### src/rtl/ecc_encoder.sv
// -----------------------------------------------------------------------------
// ecc_encoder
//   Streams an 8-word x 16-bit page through with one cycle of latency and
//   computes an 8-bit page code as it goes. Bit p of the page is
//   bit (p % 16) of the word with index p / 16.
//     code[6:0] : XOR of (p + 1) over every set page bit p = 0..126
//                 (Hamming-style syndrome field).
//     code[7]   : page bit 127 (word 7, bit 15), carried directly.
//   Words must arrive in order 0..7. Index 8 marks an idle cycle (a gap) and
//   may appear anywhere. Word 0 always starts or restarts a page. Any other
//   out-of-order index is a sequence error: the partial page is dropped.
//
// Optional feature (define ECC_ERR_INJECT_EN at build time):
//   Single-bit error injection into the outgoing data for testing a
//   downstream decoder. The page code is still computed from clean data.
//   When undefined, inj_valid / inj_pos are accepted but ignored.
//
// Ports
//   clk        in   1   clock, all state on rising edge
//   rst        in   1   asynchronous active-high reset
//   in_batch   in   4   incoming word index 0..7, 8 = idle
//   in_data    in  16   incoming page word
//   inj_valid  in   1   error-injection request, sampled with word 0
//   inj_pos    in   7   page bit position to corrupt
//   out_batch  out  4   index of the word on out_data, 8 = idle
//   out_data   out 16   outgoing page word (held on idle cycles)
//   out_code   out  8   page code, valid when out_batch == 7, held otherwise
//   page_done  out  1   one-cycle pulse together with out_batch == 7
//   seq_err    out  1   one-cycle pulse after a sequence violation
// -----------------------------------------------------------------------------
module ecc_encoder (
  input  logic        clk,
  input  logic        rst,
  input  logic [3:0]  in_batch,
  input  logic [15:0] in_data,
  input  logic        inj_valid,
  input  logic [6:0]  inj_pos,
  output logic [3:0]  out_batch,
  output logic [15:0] out_data,
  output logic [7:0]  out_code,
  output logic        page_done,
  output logic        seq_err
);

  localparam logic [0:0] ST_IDLE    = 1'b0;
  localparam logic [0:0] ST_ACTIVE  = 1'b1;
  localparam logic [3:0] BATCH_IDLE = 4'd8;

  // Contribution of one word to code[6:0]: XOR of (16*b + i + 1) over its
  // set bits. Bit 127 is excluded; it is carried in code[7] instead.
  function automatic logic [6:0] word_contrib(input logic [2:0]  b,
                                              input logic [15:0] w);
    logic [6:0] c;
    c = '0;
    for (int i = 0; i < 16; i++) begin
      if (w[i] && !(b == 3'd7 && i == 15)) c ^= ({b, 4'(i)} + 7'd1);
    end
    return c;
  endfunction

  logic [0:0]  state_q, state_d;
  logic [2:0]  expected_q, expected_d;
  logic [6:0]  acc_q, acc_d;
  logic [3:0]  out_batch_q, out_batch_d;
  logic [15:0] out_data_q, out_data_d;
  logic [7:0]  out_code_q, out_code_d;
  logic        page_done_q, page_done_d;
  logic        seq_err_q, seq_err_d;

  logic        is_gap, is_start, accept, violation, page_end;
  logic [6:0]  contrib;
  logic [15:0] flip_mask;

  assign is_gap    = (in_batch == BATCH_IDLE);
  // Word 0 is legal in any state: it starts a page from IDLE and restarts
  // one from ACTIVE.
  assign is_start  = (in_batch == 4'd0);
  assign accept    = is_start ||
                     (!in_batch[3] && state_q == ST_ACTIVE &&
                      in_batch[2:0] == expected_q);
  assign violation = !accept && !is_gap;
  assign page_end  = accept && (in_batch == 4'd7);
  assign contrib   = word_contrib(in_batch[2:0], in_data);

`ifdef ECC_ERR_INJECT_EN
  logic       inj_en_q, inj_en_d;
  logic [6:0] inj_pos_q, inj_pos_d;
  logic       inj_en_now;
  logic [6:0] inj_pos_now;

  // Word 0 may itself be the injection target, so it uses the live request
  // rather than the latch it is about to load.
  assign inj_en_now  = is_start ? inj_valid : inj_en_q;
  assign inj_pos_now = is_start ? inj_pos   : inj_pos_q;
  assign flip_mask   = (accept && inj_en_now &&
                        inj_pos_now[6:4] == in_batch[2:0])
                       ? (16'd1 << inj_pos_now[3:0]) : 16'd0;

  always_comb begin
    inj_en_d  = inj_en_q;
    inj_pos_d = inj_pos_q;
    if (is_start) begin
      inj_en_d  = inj_valid;
      inj_pos_d = inj_pos;
    end else if (page_end || violation) begin
      inj_en_d  = 1'b0;
    end
  end

  always_ff @(posedge clk or posedge rst) begin
    if (rst) begin
      inj_en_q  <= 1'b0;
      inj_pos_q <= '0;
    end else begin
      inj_en_q  <= inj_en_d;
      inj_pos_q <= inj_pos_d;
    end
  end
`else
  logic unused_inj;
  assign unused_inj = ^{inj_valid, inj_pos};
  assign flip_mask  = 16'd0;
`endif

  always_comb begin
    // NOTE: every variable gets a default first so no path leaves it
    // unassigned, which would otherwise infer a latch.
    state_d     = state_q;
    expected_d  = expected_q;
    acc_d       = acc_q;
    out_batch_d = BATCH_IDLE;
    out_data_d  = out_data_q;
    out_code_d  = out_code_q;
    page_done_d = 1'b0;
    seq_err_d   = 1'b0;

    if (accept) begin
      out_batch_d = in_batch;
      out_data_d  = in_data ^ flip_mask;
      if (is_start) begin
        acc_d      = contrib;
        state_d    = ST_ACTIVE;
        expected_d = 3'd1;
      end else if (page_end) begin
        out_code_d  = {in_data[15], acc_q ^ contrib};
        page_done_d = 1'b1;
        state_d     = ST_IDLE;
        expected_d  = 3'd0;
      end else begin
        acc_d      = acc_q ^ contrib;
        expected_d = expected_q + 3'd1;
      end
    end else if (violation) begin
      // Drop the partial page; the next word 0 reloads the accumulator.
      seq_err_d  = 1'b1;
      state_d    = ST_IDLE;
      expected_d = 3'd0;
    end
  end

  always_ff @(posedge clk or posedge rst) begin
    // NOTE: sequential state uses non-blocking assignments so every register
    // samples the pre-edge values regardless of statement order.
    if (rst) begin
      state_q     <= ST_IDLE;
      expected_q  <= 3'd0;
      acc_q       <= '0;
      out_batch_q <= BATCH_IDLE;
      out_data_q  <= '0;
      out_code_q  <= '0;
      page_done_q <= 1'b0;
      seq_err_q   <= 1'b0;
    end else begin
      state_q     <= state_d;
      expected_q  <= expected_d;
      acc_q       <= acc_d;
      out_batch_q <= out_batch_d;
      out_data_q  <= out_data_d;
      out_code_q  <= out_code_d;
      page_done_q <= page_done_d;
      seq_err_q   <= seq_err_d;
    end
  end

  assign out_batch = out_batch_q;
  assign out_data  = out_data_q;
  assign out_code  = out_code_q;
  assign page_done = page_done_q;
  assign seq_err   = seq_err_q;

endmodule

### config.mk
export PLATFORM = sky130hd
export DESIGN_NAME = ecc_encoder
export DESIGN_NICKNAME = d
export VERILOG_FILES = /design/src/rtl/ecc_encoder.sv
export SDC_FILE = /design/constraint.sdc
export NUM_CORES = 1
export LEC_CHECK = 0
export ABC_AREA = 0
export CAP_MARGIN = 10
export CORE_MARGIN = 1
export CORE_UTILIZATION = 43
export DETAILED_ROUTE_END_ITERATION = 8
export PLACE_DENSITY = 0.76
export SLEW_MARGIN = 5
export SYNTH_ARGS = -nofsm -noshare
export SYNTH_HDL_FRONTEND = slang
export SYNTH_SLANG_ARGS = --single-unit
### constraint.sdc
create_clock -name clk -period 2.2 [get_ports clk]
set_clock_uncertainty 0.2 [all_clocks]
set_input_delay 0.22 -clock clk [delete_from_list [all_inputs] [get_ports clk]]
set_output_delay 0.22 -clock clk [all_outputs]
set_load 0.01 [all_outputs]
# [Yosys cells after proc, flatten, opt, wreduce, memory -nomap -nowiden]
# Cells that the tools add are included.
[totals] reg_bits=41 wordCells=95
[op_classes] n_addsub=17 n_eq_ne=6 mux=32 n_bitwise=17 reduce_logical=15
[ops] op="$mux W7" count=18
[ops] op="$add A7 B1 Y7 const B" count=16
[ops] op="$xor A7 B7 Y7" count=16
[ops] op="$mux W3" count=4
[ops] op="$mux W1" count=9
[ops] op="$logic_and A1 B1 Y1" count=5
[ops] op="$eq A4 B3 Y1 const B" count=1
[ops] op="$eq A4 B4 Y1 const B" count=1
[ops] op="$logic_not A1 Y1" count=4
[ops] op="$logic_not A4 Y1" count=1
[ops] op="$mux W4" count=1
[ops] op="$reduce_and A2 Y1" count=2
[ops] op="$add A3 B1 Y3 const B" count=1
[ops] op="$eq A3 B3 Y1" count=1
[ops] op="$eq A3 B3 Y1 const B" count=1
[ops] op="$ne A3 B2 Y1 const B" count=1
[ops] op="$reduce_and A3 Y1" count=1
[ops] op="$ne A2 B2 Y1 const B" count=1
[ops] op="$reduce_bool A2 Y1" count=1
[ops] op="$logic_or A1 B1 Y1" count=1
[ops] op="$not A1 Y1" count=1

# [Longest topological paths before layout]
# Gate-level depths: netlist (run 1).
[logic_depth] word_depth=35 ltp_mapped=9

# [Least setup slack after synthesis (run 1)]
# No wires, ideal clock.
[synth_path] path_type="in2reg" startpoint="input in_batch[0]" endpoint="register out_data_q[0] (netlist: out_data[0])" setup_time_ps=125 arrival_time_ps=1719 required_ps=1875 path_slack_ps=156 stages=8 path_buffers=2 cell_sequence="inv_1 > ha_1 > nand2b_1 > clkbuf_1 > and2_1 > nor2_2 > buf_2 > mux2_2"
[synth_via] elab_chain_cells=3
[synth_rtl] item="start: declaration" line_no="34" rtl="input logic [3:0] in_batch,"
[synth_rtl] item="$eq A3 B3 Y1" line_no="80" rtl="in_batch[2:0] == expected_q);"
[synth_rtl] item="$logic_and A1 B1 Y1" line_no="79" rtl="(!in_batch[3] && state_q == ST_ACTIVE &&"
[synth_rtl] item="$logic_or A1 B1 Y1 (*)" line_no="78" rtl="assign accept = is_start ||"
[synth_rtl] item="end signal: assignment" line_no="178" rtl="out_data_q <= out_data_d;"
[synth_rtl] item="end: declaration" line_no="65" rtl="logic [15:0] out_data_q, out_data_d;"
# Every way passes the cells marked *; elsewhere a longest branch is shown, timed or not.
# A chain may end at the register's enable or synchronous reset.

# [Worst setup path after layout (run 1)]
[layout_path] startpoint="input in_data[0]" endpoint="register out_code_q[5] (netlist: out_code[5])"
[layout_via] elab_chain_cells=32
[layout_rtl] item="start: declaration" line_no="35" rtl="input logic [15:0] in_data,"
[layout_rtl] item="$mux W7 (*)" line_no="56" rtl="if (w[i] && !(b == 3'd7 && i == 15)) c ^= ({b, 4'(i)} + 7'd1);"
[layout_rtl] item="$xor A7 B7 Y7" line_no="56"
[layout_rtl] item="$mux W7 (*)" line_no="56"
[layout_rtl] item="$xor A7 B7 Y7" line_no="56"
[layout_rtl] item="$mux W7 (*)" line_no="56"
[layout_rtl] item="$xor A7 B7 Y7" line_no="56"
[layout_rtl] item="$mux W7 (*)" line_no="56"
[layout_rtl] item="$xor A7 B7 Y7" line_no="56"
[layout_rtl] item="(+16 left out)"
[layout_rtl] item="$mux W7 (*)" line_no="56"
[layout_rtl] item="$xor A7 B7 Y7" line_no="56"
[layout_rtl] item="$mux W7 (*)" line_no="56"
[layout_rtl] item="$xor A7 B7 Y7" line_no="56"
[layout_rtl] item="$mux W7 (*)" line_no="56"
[layout_rtl] item="$xor A7 B7 Y7" line_no="56"
[layout_rtl] item="$mux W7 (*)" line_no="56"
[layout_rtl] item="$xor A7 B7 Y7 (*)" line_no="145" rtl="out_code_d = {in_data[15], acc_q ^ contrib};"
[layout_rtl] item="end signal: assignment" line_no="179" rtl="out_code_q <= out_code_d;"
[layout_rtl] item="end: declaration" line_no="66" rtl="logic [7:0] out_code_q, out_code_d;"
# Marked as above.

==> results of run 1 <==
## worst max path at each step
stage	from	end	slack, ns	cells past startpoint
finish	in_data[0]	out_code[5]	0.12	7
floorplan	in_batch[0]	out_data[0]	0.16	8
global placement	in_data[2]	out_code[5]	-0.41	7
global route	in_batch[0]	out_code[5]	0.02	9
detailed placement	in_data[1]	out_code[5]	-0.47	7
CTS	in_data[1]	out_code[5]	0.02	7
## kinds of logic after synthesis
group                      share of synthesized area
xor gates and xnor gates                       0.196
and+or+nand+nor                                0.111
AOI/OAI and AO/OA                             0.0648
muxes                                         0.0958
DFF                                            0.488
adders and majority gates                     0.0238
buffers and inverters                         0.0202
## sequential cells by signal (all words and copies together) (netlist names)
| name | cells |
|---|---|
| page_done | 1 |
| out_batch | 4 |
| acc_q | 7 |
| out_code | 8 |
| out_data | 16 |
| expected_q | 3 |
| seq_err | 1 |
| state_q | 1 |
## through the flow
stage	hold slack, ns	area [um2]
floorplan	0.149	2100
global placement	0.261	2950
detailed placement	0.269	2950
CTS	0.124	3040
global route	0.0106	3110
finish	0.00459	3110
## routing by layer
layer / part of all wire / up-vias / routed length, um / GRT usage
met3: 0.041 / 6 / 183 / 0.0417
met4: 0.013 / 0 / 59 / 0.0588
li1: - / 792 / - / -
met5: 0 / - / 0 / 0
met1: 0.47 / 772 / 2090 / 0.256
met2: 0.48 / 39 / 2160 / 0.296
## cells in the mapped netlist (2+ instances only)
master	n	area [um2]
and2_1	2	12.5
nor2_1	5	18.8
inv_1	6	22.5
xnor2_1	26	228
nand2b_1	2	12.5
mux2_2	17	191
clkbuf_1	4	15.0
o21ai_0	6	30.0
o22ai_1	4	25.0
nand2_1	28	105
nor2b_1	3	18.8
dfrtp_1	40	1000
nand4_1	2	12.5
xor2_1	11	96.3
ha_1	4	50.1
a21oi_1	5	25.0
## repair_timing
| item | CTS | global route |
|---|---|---|
| buffers inserted | 1 | 2 |
| endpoints found under the setup margin | 4 | 5 |
| pin swaps | 3 | 10 |
| resized for setup | 5 | 20 |
## final cells by class
type	count	area share
Multi-Input combinational cell	134	0.348
Clock buffer	7	0.0245
Inverter	6	0.00724
Sequential cell	41	0.330
Timing Repair Buffer	88	0.261
Tap cell	67	0.0270
Clock inverter	1	0.00161
## worst register-to-register path: stages, from the launching register on
cell	delay [ns]
dfrtp_1	0.43
xnor2_1	0.19
nand4_1	0.13
and2_1	0.21
nor2_2	0.21
buf_12	0.18
mux2_2	0.34
## report_power, final
group          internal [mW]  switching [mW]  leakage (nW)  total (mW)
Sequential             0.883          0.0862         0.525       0.969
Combinational          0.478           0.343         0.882       0.821
Clock                  0.223           0.251        0.0422       0.473
==> results by group, run 1 <==
STA
  – Tcrit/Tclk final: 0.945
  – Worst slew pin tran: 0.506 ns
  – Rel. slew slack: 0.663
  – Final slew viol count: 0
  – PnR worst setup slack: 0.120 ns
  – Total negative slack: 0 ns
  – Max frequency: 481 MHz
  – Setup repair after global routing missed its margin: false
  – Final Setup Violations: 0
  – Final worst path period need: 2.08 ns
  – Final hold vios: 0

Finish
  – Fin util: 0.659
  – Synth-to-Final Area Change: 47.9%
  – Commonest non-fill, non-tap cell in the layout: dfrtp_1
  – Layout Cells excl Fill: 344
  – Commonest non-fill, non-tap cells in the layout: dfrtp_1, clkdlybuf4s50_1, buf_4
  – Sequential cell area: 0.00103 mm2
  – N_diodes: 0
  – Multi-input logic area: between 0.001 and 0.0015 mm2
  – Layout Nets: 310
  – Fillcell total: 389
  – Share of cells above drive strength 1: 0.278

Critical path
  – CP bufs+invs: 1
  – Data required time of the worst path: ~2.2 ns
  – RR Startpoint: expected_q[0]
  – Reg2Reg Depth: 6
  – Crit-path max FO: 5
  – Slowest-stage cell, CP: xnor3_4
  – CP cell instances: clkbuf_2 > xnor3_4 > xor2_4 > xnor3_2 > and3_4 > o21a_1 > o31ai_2
  – Reg2Reg Capture Point: out_data[7]
  – Critical path's top delay family: XOR/XNOR gates
  – CP endpoint kind: register
  – CP Launch Type: input pin
  – Largest stage delay on the critical path: 0.52 ns
  – R2R setup slack: 0.20 ns
  – Crit path kind: in -> reg
  – Worst Path Arrival: 2.09 ns

Synth
  – Yosys reg bits: a little over 40
  – Main synth FF type: dfrtp_1
  – Cell Area, Synth: around 0.0021 mm2
  – Synth Net Count: 220
  – Post-synth EDFFs: 0
  – Netlist cell types: 37
  – Synth Warn #: 0
  – Sequential element share of the synthesized area: 0.488
  – FFs w/ async S/R, synth: 1.00
  – Cells after Synth: approximately 190
  – Avg Inst Size Synth: between 10 and 15 um2

Die
  – Full die area: 0.00517 mm2
  – Die width: 71.9 um
  – # rows: 25
  – Area of the core: 0.00472 mm2
  – DIE HEIGHT: 71.9 um
  – Starting Density: 0.445
  – I/O pin count: 60

Clocking
  – CTS tree: built
  – H-tree lvl count: 2
  – Post-CTS Hold Fix Bufs: 0
  – CTS Buf Count: 5
  – Clk buf depth: 2
  – Clock-pin slew on the worst setup and hold paths: about 0.08 ns
  – Clock root cell: clkbuf_8
  – Clk_lat worst skew: a little under 0.3 ns
  – CTS Sinks: 41

Global routing
  – Total global-route track usage: 0.186
  – Initial antenna violation count: 0
  – First-pass GRT wire length: 7340 um
  – GRT overflow: 0
  – Vias in the first global route: 1628
  – Pin count of the biggest net entering global routing: 42

Placed design
  – DP Wirelength: about 3400 um
  – Placed instance count: 333
  – GPL Wtd Cong: 0.848
  – I/O Buffers: 51
  – Pre-CTS WS: -0.473 ns

Detailed routing
  – Final ANT Viol Nets: 0
  – Drt drc: 0
  – Average wire per standard cell: ~13 um
  – TritonRoute pass-1 iters: 4
  – Vias per inst: about 4.7
  – Vias: 1609
  – Routed WL: around 4500 um
  – Initial DRC Count: 57

Worst hold path
  – Hold EP: out_data[0]
  – Hold Path Class: in -> reg
  – Worst Hold Launch: in_data[0]
  – Worst hold stages: 2

Power and ir drop
  – Total design power: approximately 2.3 mW
  – Leakage: 1.45 nW
  – IR drop worst, VDD: 492 uV
  – PD cells: 728 mW/mm2

Flow run
  – Max cap viols: 0

Status
  – Status: complete, no violations
Note: power is estimated with default switching activity, not from simulation.
==> run 2, diff against run 1 <==
Clock period 2.2 ns to 1.75 ns, I/O delays scaled along.
==> run 2 against run 1 <==
Critical endpoint unchanged. First-iteration DRC count decreased by 23%. The flow now finishes with violations (negative setup slack). Critical path depth unchanged. Non-clock buffer count increased by 11. Sequential cell count unchanged. Cell area increased by 11%. Die area unchanged. Critical path type unchanged. Sequential power increased by 27%. Global-route usage increased by 1.7 points. Total power increased by 49%.
==> results by group, run 2 (same netlist as run 1, synthesis figures left out) <==
Finish
  – Fillcell total: 314 (was 389)
  – Commonest non-fill, non-tap cell in the layout: buf_4 (was dfrtp_1)
  – Commonest non-fill, non-tap cells in the layout: buf_4, dfrtp_1, clkdlybuf4s50_1 (was dfrtp_1, clkdlybuf4s50_1, buf_4)
  – Layout Nets: 321 (was 310)
  – Share of cells above drive strength 1: 0.385 (was 0.278)
  – N_diodes: 0 (unchanged)
  – Synth-to-Final Area Change: 64.1% (was 47.9%)
  – Number of flip-flops in the largest register: 16 (unchanged)
  – Layout Cells excl Fill: 355 (was 344)

Power and ir drop
  – Leakage: 1.57 nW (was 1.45 nW)
  – PD cells: 979 mW/mm2 (was 728 mW/mm2)
  – IR drop worst, VDD: 749 uV (was 492 uV)
  – Total design power: 3.38 mW (was 2.26 mW)

Clocking
  – Clock root cell: clkbuf_8 (unchanged)
  – CTS Sinks: 41 (unchanged)
  – Clock-pin slew on the worst setup and hold paths: 0.09 ns (was 0.08 ns)
  – CTS Buf Count: 5 (unchanged)
  – H-tree lvl count: 2 (unchanged)
  – CTS tree: built (unchanged)
  – Clk_lat worst skew: 0.30 ns (was 0.29 ns)
  – Clk buf depth: 2 (unchanged)

Flow run
  – Max cap viols: 0 (unchanged)

Status
  – Status: finished with violations (was complete, no violations)
  – Failing checks: negative setup slack

STA
  – Final slew viol count: 0 (unchanged)
  – Final hold vios: 0 (unchanged)
  – Final Setup Violations: 24 (was 0)
  – Rel. slew slack: 0.790 (was 0.663)
  – Total negative slack: -1.84 ns (was 0 ns)
  – Final worst path period need: ~1.9 ns
  – PnR worst setup slack: -0.135 ns (was 0.120 ns)
  – Setup repair after global routing missed its margin: true (was false)
  – Max frequency: 531 MHz
  – Tcrit/Tclk final: 1.08
  – Worst slew pin tran: 0.313 ns (was 0.506 ns)

Global routing
  – First-pass GRT wire length: 7920 um (was 7340 um)
  – Total global-route track usage: 0.203 (was 0.186)
  – Pin count of the biggest net entering global routing: 42 (unchanged)
  – Vias in the first global route: 1647 (was 1628)
  – GRT overflow: 0 (unchanged)
  – Initial antenna violation count: 0 (unchanged)

Die
  – DIE HEIGHT: 71.9 um (unchanged)
  – Starting Density: 0.445 (unchanged)
  – Full die area: 0.00517 mm2 (unchanged)
  – Area of the core: 0.00472 mm2 (unchanged)
  – # rows: 25 (unchanged)
  – Die width: 71.9 um (unchanged)
  – I/O pin count: 60 (unchanged)

Worst hold path
  – Hold Path Class: in -> reg (unchanged)
  – Hold EP: out_data[8] (was out_data[0])
  – Worst hold stages: 3 (was 2)
  – Worst Hold Launch: in_data[8] (was in_data[0])

Critical path
  – Crit-path max FO: 5 (unchanged)
  – Largest stage delay on the critical path: 0.47 ns (was 0.52 ns)
  – Data required time of the worst path: 1.76 ns (was 2.21 ns)
  – Reg2Reg Capture Point: out_data[12] (was out_data[7])
  – RR Startpoint: expected_q[1] (was expected_q[0])
  – Critical path's top delay family: XOR/XNOR gates (unchanged)
  – CP Launch Type: input pin (unchanged)
  – Crit path kind: in -> reg (unchanged)
  – CP cell instances: buf_8 > xnor2_2 > xnor3_1 > xnor3_2 > and3_4 > o21a_1 > o31ai_2 (was clkbuf_2 > xnor3_4 > xor2_4 > xnor3_2 > and3_4 > o21a_1 > o31ai_2)
  – Slowest-stage cell, CP: xnor3_2 (was xnor3_4)
  – R2R setup slack: -0.12 ns (was 0.20 ns)
  – Reg2Reg Depth: 6 (unchanged)
  – CP endpoint kind: register (unchanged)
  – Worst Path Arrival: 1.89 ns (was 2.09 ns)
  – CP bufs+invs: 1 (unchanged)

Placed design
  – I/O Buffers: 51 (unchanged)
  – GPL Wtd Cong: 0.854 (was 0.848)
  – DP Wirelength: 3310 um (was 3350 um)
  – Placed instance count: 337 (was 333)

Detailed routing
  – Vias: 1665 (was 1609)
  – Drt drc: 0 (unchanged)
  – Average wire per standard cell: 14.4 um (was 13.1 um)
  – Routed WL: 5110 um (was 4490 um)
  – Vias per inst: 4.69 (was 4.68)
  – TritonRoute pass-1 iters: 4 (unchanged)
  – Final ANT Viol Nets: 0 (unchanged)
  – Initial DRC Count: 44 (was 57)
==> run 2: worst max-delay path by stage <==
stage / from / endpoint / slack [ns] / cells past startpoint
4_1_cts: in_data[8] / out_code[5] / -0.22 / 7
3_3_place_gp: in_data[7] / out_code[5] / -0.78 / 7
3_5_place_dp: in_data[9] / out_code[5] / -0.81 / 7
5_1_grt: in_data[10] / out_code[5] / -0.19 / 7
2_1_floorplan: in_data[0] / out_code[5] / -0.18 / 6
6_report: in_data[10] / out_code[5] / -0.13 / 7
==> run 2: layer usage <==
layer	share of wire	GRT usage	routed length (um)
met1	0.44	0.274	2260
met2	0.50	0.317	2550
met3	0.036	0.0569	183
met4	0.021	0.0697	108
met5	0	0	0
==> run 2: final cells by class <==
type	count	area, um2	area share
multi-input cells	134	1270	0.368
flip-flops and latches	41	1030	0.298
repair buffers	99	911	0.264
well taps	67	83.8	0.0243
clock buffers	5	68.8	0.0199
clock inverters	3	65.1	0.0189
inverters	6	25.0	0.00725
==> run 2: what timing repair did <==
item,CTS,global route
pin swaps,20,16
resized for setup,43,47
hold buffers,0,2
cloned,0,1
hold endpoints to repair,0,2
setup buffers,4,3
setup endpoints to repair,31,35
==> run 2: worst register-to-register path: stages, from the launching register on <==
cell,delay (ns)
dfrtp_1,0.42
xnor2_2,0.16
nand4_1,0.14
and2_4,0.18
nor2_4,0.16
clkbuf_16,0.21
mux2_4,0.31
==> run 2: metrics by stage <==
stage | util | setup WS, ns | hold slack, ns | instance area [um2]
after floorplan | - | -0.184 | 0.104 | 2170
after global placement | 0.645 | -0.776 | 0.260 | 3040
after detailed placement | 0.645 | -0.809 | 0.269 | 3040
after CTS | 0.694 | -0.216 | 0.00287 | 3280
after global routing | 0.731 | -0.189 | 0.00131 | 3450
final | 0.731 | -0.135 | 0.000204 | 3450
==> run 2: report_power, final <==
| part | leakage (nW) | internal (mW) | switching, mW | total (mW) |
|---|---|---|---|---|
| Clock | 0.0681 | 0.567 | 0.334 | 0.901 |
| Combinational | 0.980 | 0.732 | 0.513 | 1.24 |
| Sequential | 0.525 | 1.11 | 0.121 | 1.23 |
==> run 3, diff against run 2 <==
Settings changed: GPL_ROUTABILITY_DRIVEN set to 0.
==> results of run 3 <==
Same layout as run 2: the final DEF is identical, and so are final timing and power.
==> variant 1, RTL diff (flow settings as in run 3) <==
Register the input `in_data` before use, cleared by the reset. The logic sees it one clock later. The other inputs are not delayed to match.
--- a/src/rtl/ecc_encoder.sv
+++ b/src/rtl/ecc_encoder.sv
@@ -48,2 +48,12 @@
 
+  logic [15:0] in_data_q;
+
+  always_ff @(posedge clk or posedge rst) begin
+    if (rst) begin
+      in_data_q <= '0;
+    end else begin
+      in_data_q <= in_data;
+    end
+  end
+
   // Contribution of one word to code[6:0]: XOR of (16*b + i + 1) over its
@@ -82,3 +92,3 @@
   assign page_end  = accept && (in_batch == 4'd7);
-  assign contrib   = word_contrib(in_batch[2:0], in_data);
+  assign contrib   = word_contrib(in_batch[2:0], in_data_q);
 
@@ -138,3 +148,3 @@
       out_batch_d = in_batch;
-      out_data_d  = in_data ^ flip_mask;
+      out_data_d  = in_data_q ^ flip_mask;
       if (is_start) begin
@@ -144,3 +154,3 @@
       end else if (page_end) begin
-        out_code_d  = {in_data[15], acc_q ^ contrib};
+        out_code_d  = {in_data_q[15], acc_q ^ contrib};
         page_done_d = 1'b1;
Formal check against the unedited RTL: not equivalent (Yosys sat finds a counterexample within 4 cycles, from zero or initial values and one cycle with rst high).
==> variant 1 against run 3 <==
Sequential cell count up 16; global-route usage up 1.2 points; the flow still finishes with violations (negative setup slack); routed wire length up 35%; largest cell class unchanged; clock power up 29%; worst setup slack worse by 0.30 ns; total power up 24%; non-clock buffer count up 12; final area up 25%; area after synthesis up 32%; core utilization down 2.1 points.
==> variant 1: results (changes against run 3) <==
complex-gate fraction of the synthesized area: 6.202% (-0.28 points)
Crit-path slowest cell: xnor3_1
worst min-delay path class: in -> async
total negative slack: -12.05 ns (-10.22 ns)
sequential fraction of the synthesis area: 51.28% (+2.4 points)
Slew @ Worst Pin: 0.3711 ns (+0.05812 ns)
largest cells by area after synthesis: dfrtp_1, xnor2_1, mux2_2
CTS Sinks: 57 (+39%)
Worst Path Max Fanout: 6 (+1)
Synth cell types: 48 (+30%)
proportion of synthesized area in mux cells: 9.034% (-0.54 points)
Syn Area/Cell: 11.70 um^2 (+3.4%)
Worst-Skew Late Latency: 0.34 ns (+0.04 ns)
violated checks: negative setup slack
Final #Nets: 385 (+20%)
total wire length: 6904 um (+35%)
nonclk inv count: 9 (+3)
number of buffers created by CTS: 9 (+4)
clock share of power: 27.7% (+1.0 points)
Static Leakage: 1.957 nW (+24%)
routing usage on met3: 4.615% (-1.1 points)
Clock buf/inv share: 4.311% (+0.43 points)
Sequential Power: 1.61 mW (+31%)
CTS H-tree lvls: 3 (+1)
M1 GR Usage: 26.27% (-1.2 points)
via count: 2223 (+34%)
Placement Cell Area: 3756 um^2 (+23%)
share of layout cells above drive strength 1: 38.76% (+0.22 points)
status: finished with violations
multi-input logic area: 1524 um^2 (+20%)
# setup viols final: 36 (+50%)
worst setup margin: -0.4321 ns (-0.2971 ns)
[variant 1: metal layers]
layer / vias to the layer above / wire (um)
li1: 1047 / -
met5: - / 0
met3: 12 / 334
met2: 76 / 3541
met1: 1088 / 2872
met4: 0 / 156
[variant 1: worst register-to-register path: stages, from the launching register on]
cell     delay, ns
dfrtp_1       0.42
xnor2_2       0.20
xnor3_1       0.44
xnor3_2       0.30
and4_1        0.23
a211o_1       0.27
[variant 1: worst paths after layout]
| check | slack (ns) | endpoint | cells past startpoint |
|---|---|---|---|
| setup / recovery | -0.43 | acc_q[4] | 5 |
| hold / removal | 0.05 | in_data_q[6] | 3 |
| setup reg to reg | -0.43 | acc_q[4] | 5 |
| hold reg to reg | 0.30 | out_code[7] | 2 |
| max in group asynchronous | 1.01 | out_batch[3] | 3 |
| min in group clk | 0.06 | in_data_q[8] | 1 |
[variant 1: what timing repair did]
action	4_1_cts	5_1_grt
buffers inserted	4	5
endpoints found under the setup margin	39	38
resized for setup	35	40
pin swaps	13	9
cloned	1	1
==> variant 2, RTL diff (flow settings as in run 3) <==
Without the edit above. The option `ECC_ERR_INJECT_EN` is turned on by a define.
--- a/src/rtl/ecc_encoder.sv
+++ b/src/rtl/ecc_encoder.sv
@@ -30,2 +30,4 @@
 // -----------------------------------------------------------------------------
+`define ECC_ERR_INJECT_EN
+
 module ecc_encoder (
Check against the original RTL: not equivalent (a bounded check fails within 4 cycles, from zero or initial values and one cycle with rst high).
==> variant 2 against run 3 <==
The run ends with design-rule violations, negative setup slack left; non-clock buffer count is 54 higher; combinational power increased by 44%; total power is 16% higher; worst hold slack improved by 0.041 ns; worst setup slack lost 0.64 ns; critical endpoint is now out_data[5]; global-route usage grew 3.7 points; sequential cell count increased by 8; die area rose by 38%; clock power down 19%; area after synthesis up 40%; highest routed layer unchanged; final area rose by 43%; critical path type is now reg -> reg; routed wire length up 91%; synthesized cell count grew 65%.
==> variant 2: results (changes against run 3) <==
Worst Path Max Fanout: 12 (+7)
Reg2Reg Depth: 7 (+1)
Worst-Skew Late Latency: 0.32 ns (+0.02 ns)
Via density: 5.802 (+24%)
Placement Cell Area: 4163 um^2 (+37%)
syn_nets: 341 (+55%)
sequential fraction of the synthesis area: 41.83% (-7.0 points)
status: finished with violations
non-filler cells, final: 529 (+49%)
Crit-path slowest cell: or4_1
crit path DAT: 2.56 ns (+0.67 ns)
Reg area: 1227 um^2 (+19%)
Synth cell types: 44 (+19%)
min-delay src: in_batch[1]
gr usage total: 23.99% (+3.7 points)
post-CTS resize count: 51 (+19%)
Post-Synth Adder-Cell Area: 1.706% (-0.67 points)
proportion of synthesized area in mux cells: 2.729% (-6.8 points)
Final #Nets: 485 (+51%)
worst hold slack: 0.04167 ns (+0.04147 ns)
CP top delay family: simple AND/OR/NAND/NOR gates
Hold EP: out_batch[1]
DRC: 3 (+3)
worst setup margin: -0.7737 ns (-0.6387 ns)
# setup viols final: 40 (+67%)
violated checks: design-rule violations, negative setup slack
RR Endpoint: out_data[5]
Synth top cells by count: dfrtp_1, nand2_1, nor2_1
Static Leakage: 2.151 nW (+37%)
global-route wire length before repair: 13450 um (+70%)
total negative slack: -18.25 ns (-16.42 ns)
DP Worst Slack: -1.254 ns (-0.4455 ns)
complex-gate fraction of the synthesized area: 15.65% (+9.2 points)
Largest stage delay, worst path: 0.51 ns (+0.04 ns)
post-synthesis xor/xnor area fraction: 13.18% (-6.5 points)
number of fill cells: 384 (+22%)
Slew @ Worst Pin: 0.5935 ns (+0.2805 ns)
total wire length: 9760 um (+91%)
number of DRC markers in iteration 0: 231 (+430%)
==> variant 2: final cells by class <==
class	instances	share of cell area [%]
Multi-Input combinational cell	228	40.41
Timing Repair Buffer	153	29.43
Sequential cell	49	24.95
Tap cell	77	1.958
Clock buffer	6	1.679
Inverter	14	1.297
Clock inverter	2	0.2798
==> variant 2: metal layers <==
metal | vias to the layer above | wire length, um | global-route usage (%)
li1 | 1388 | - | -
met1 | 1541 | 3984 | 31.12
met2 | 120 | 5065 | 40.35
met3 | 20 | 529 | 4.228
met4 | 0 | 180 | 8.783
met5 | - | 0 | 0
==> variant 2: worst reg2reg max path, stage by stage (launching register included) <==
cell and delay (ns):
dfrtp_1 0.42, xor2_2 0.17, nor4_4 0.34, a221o_1 0.25, nand4_4 0.16, clkbuf_16 0.21
or4_1 0.51, a31oi_1 0.18
==> variant 2: power breakdown <==
part           switching, mW  internal [mW]  total (mW)
sequential             0.130           1.29        1.42
combinational          0.878          0.904        1.78
clock                  0.409          0.321       0.731
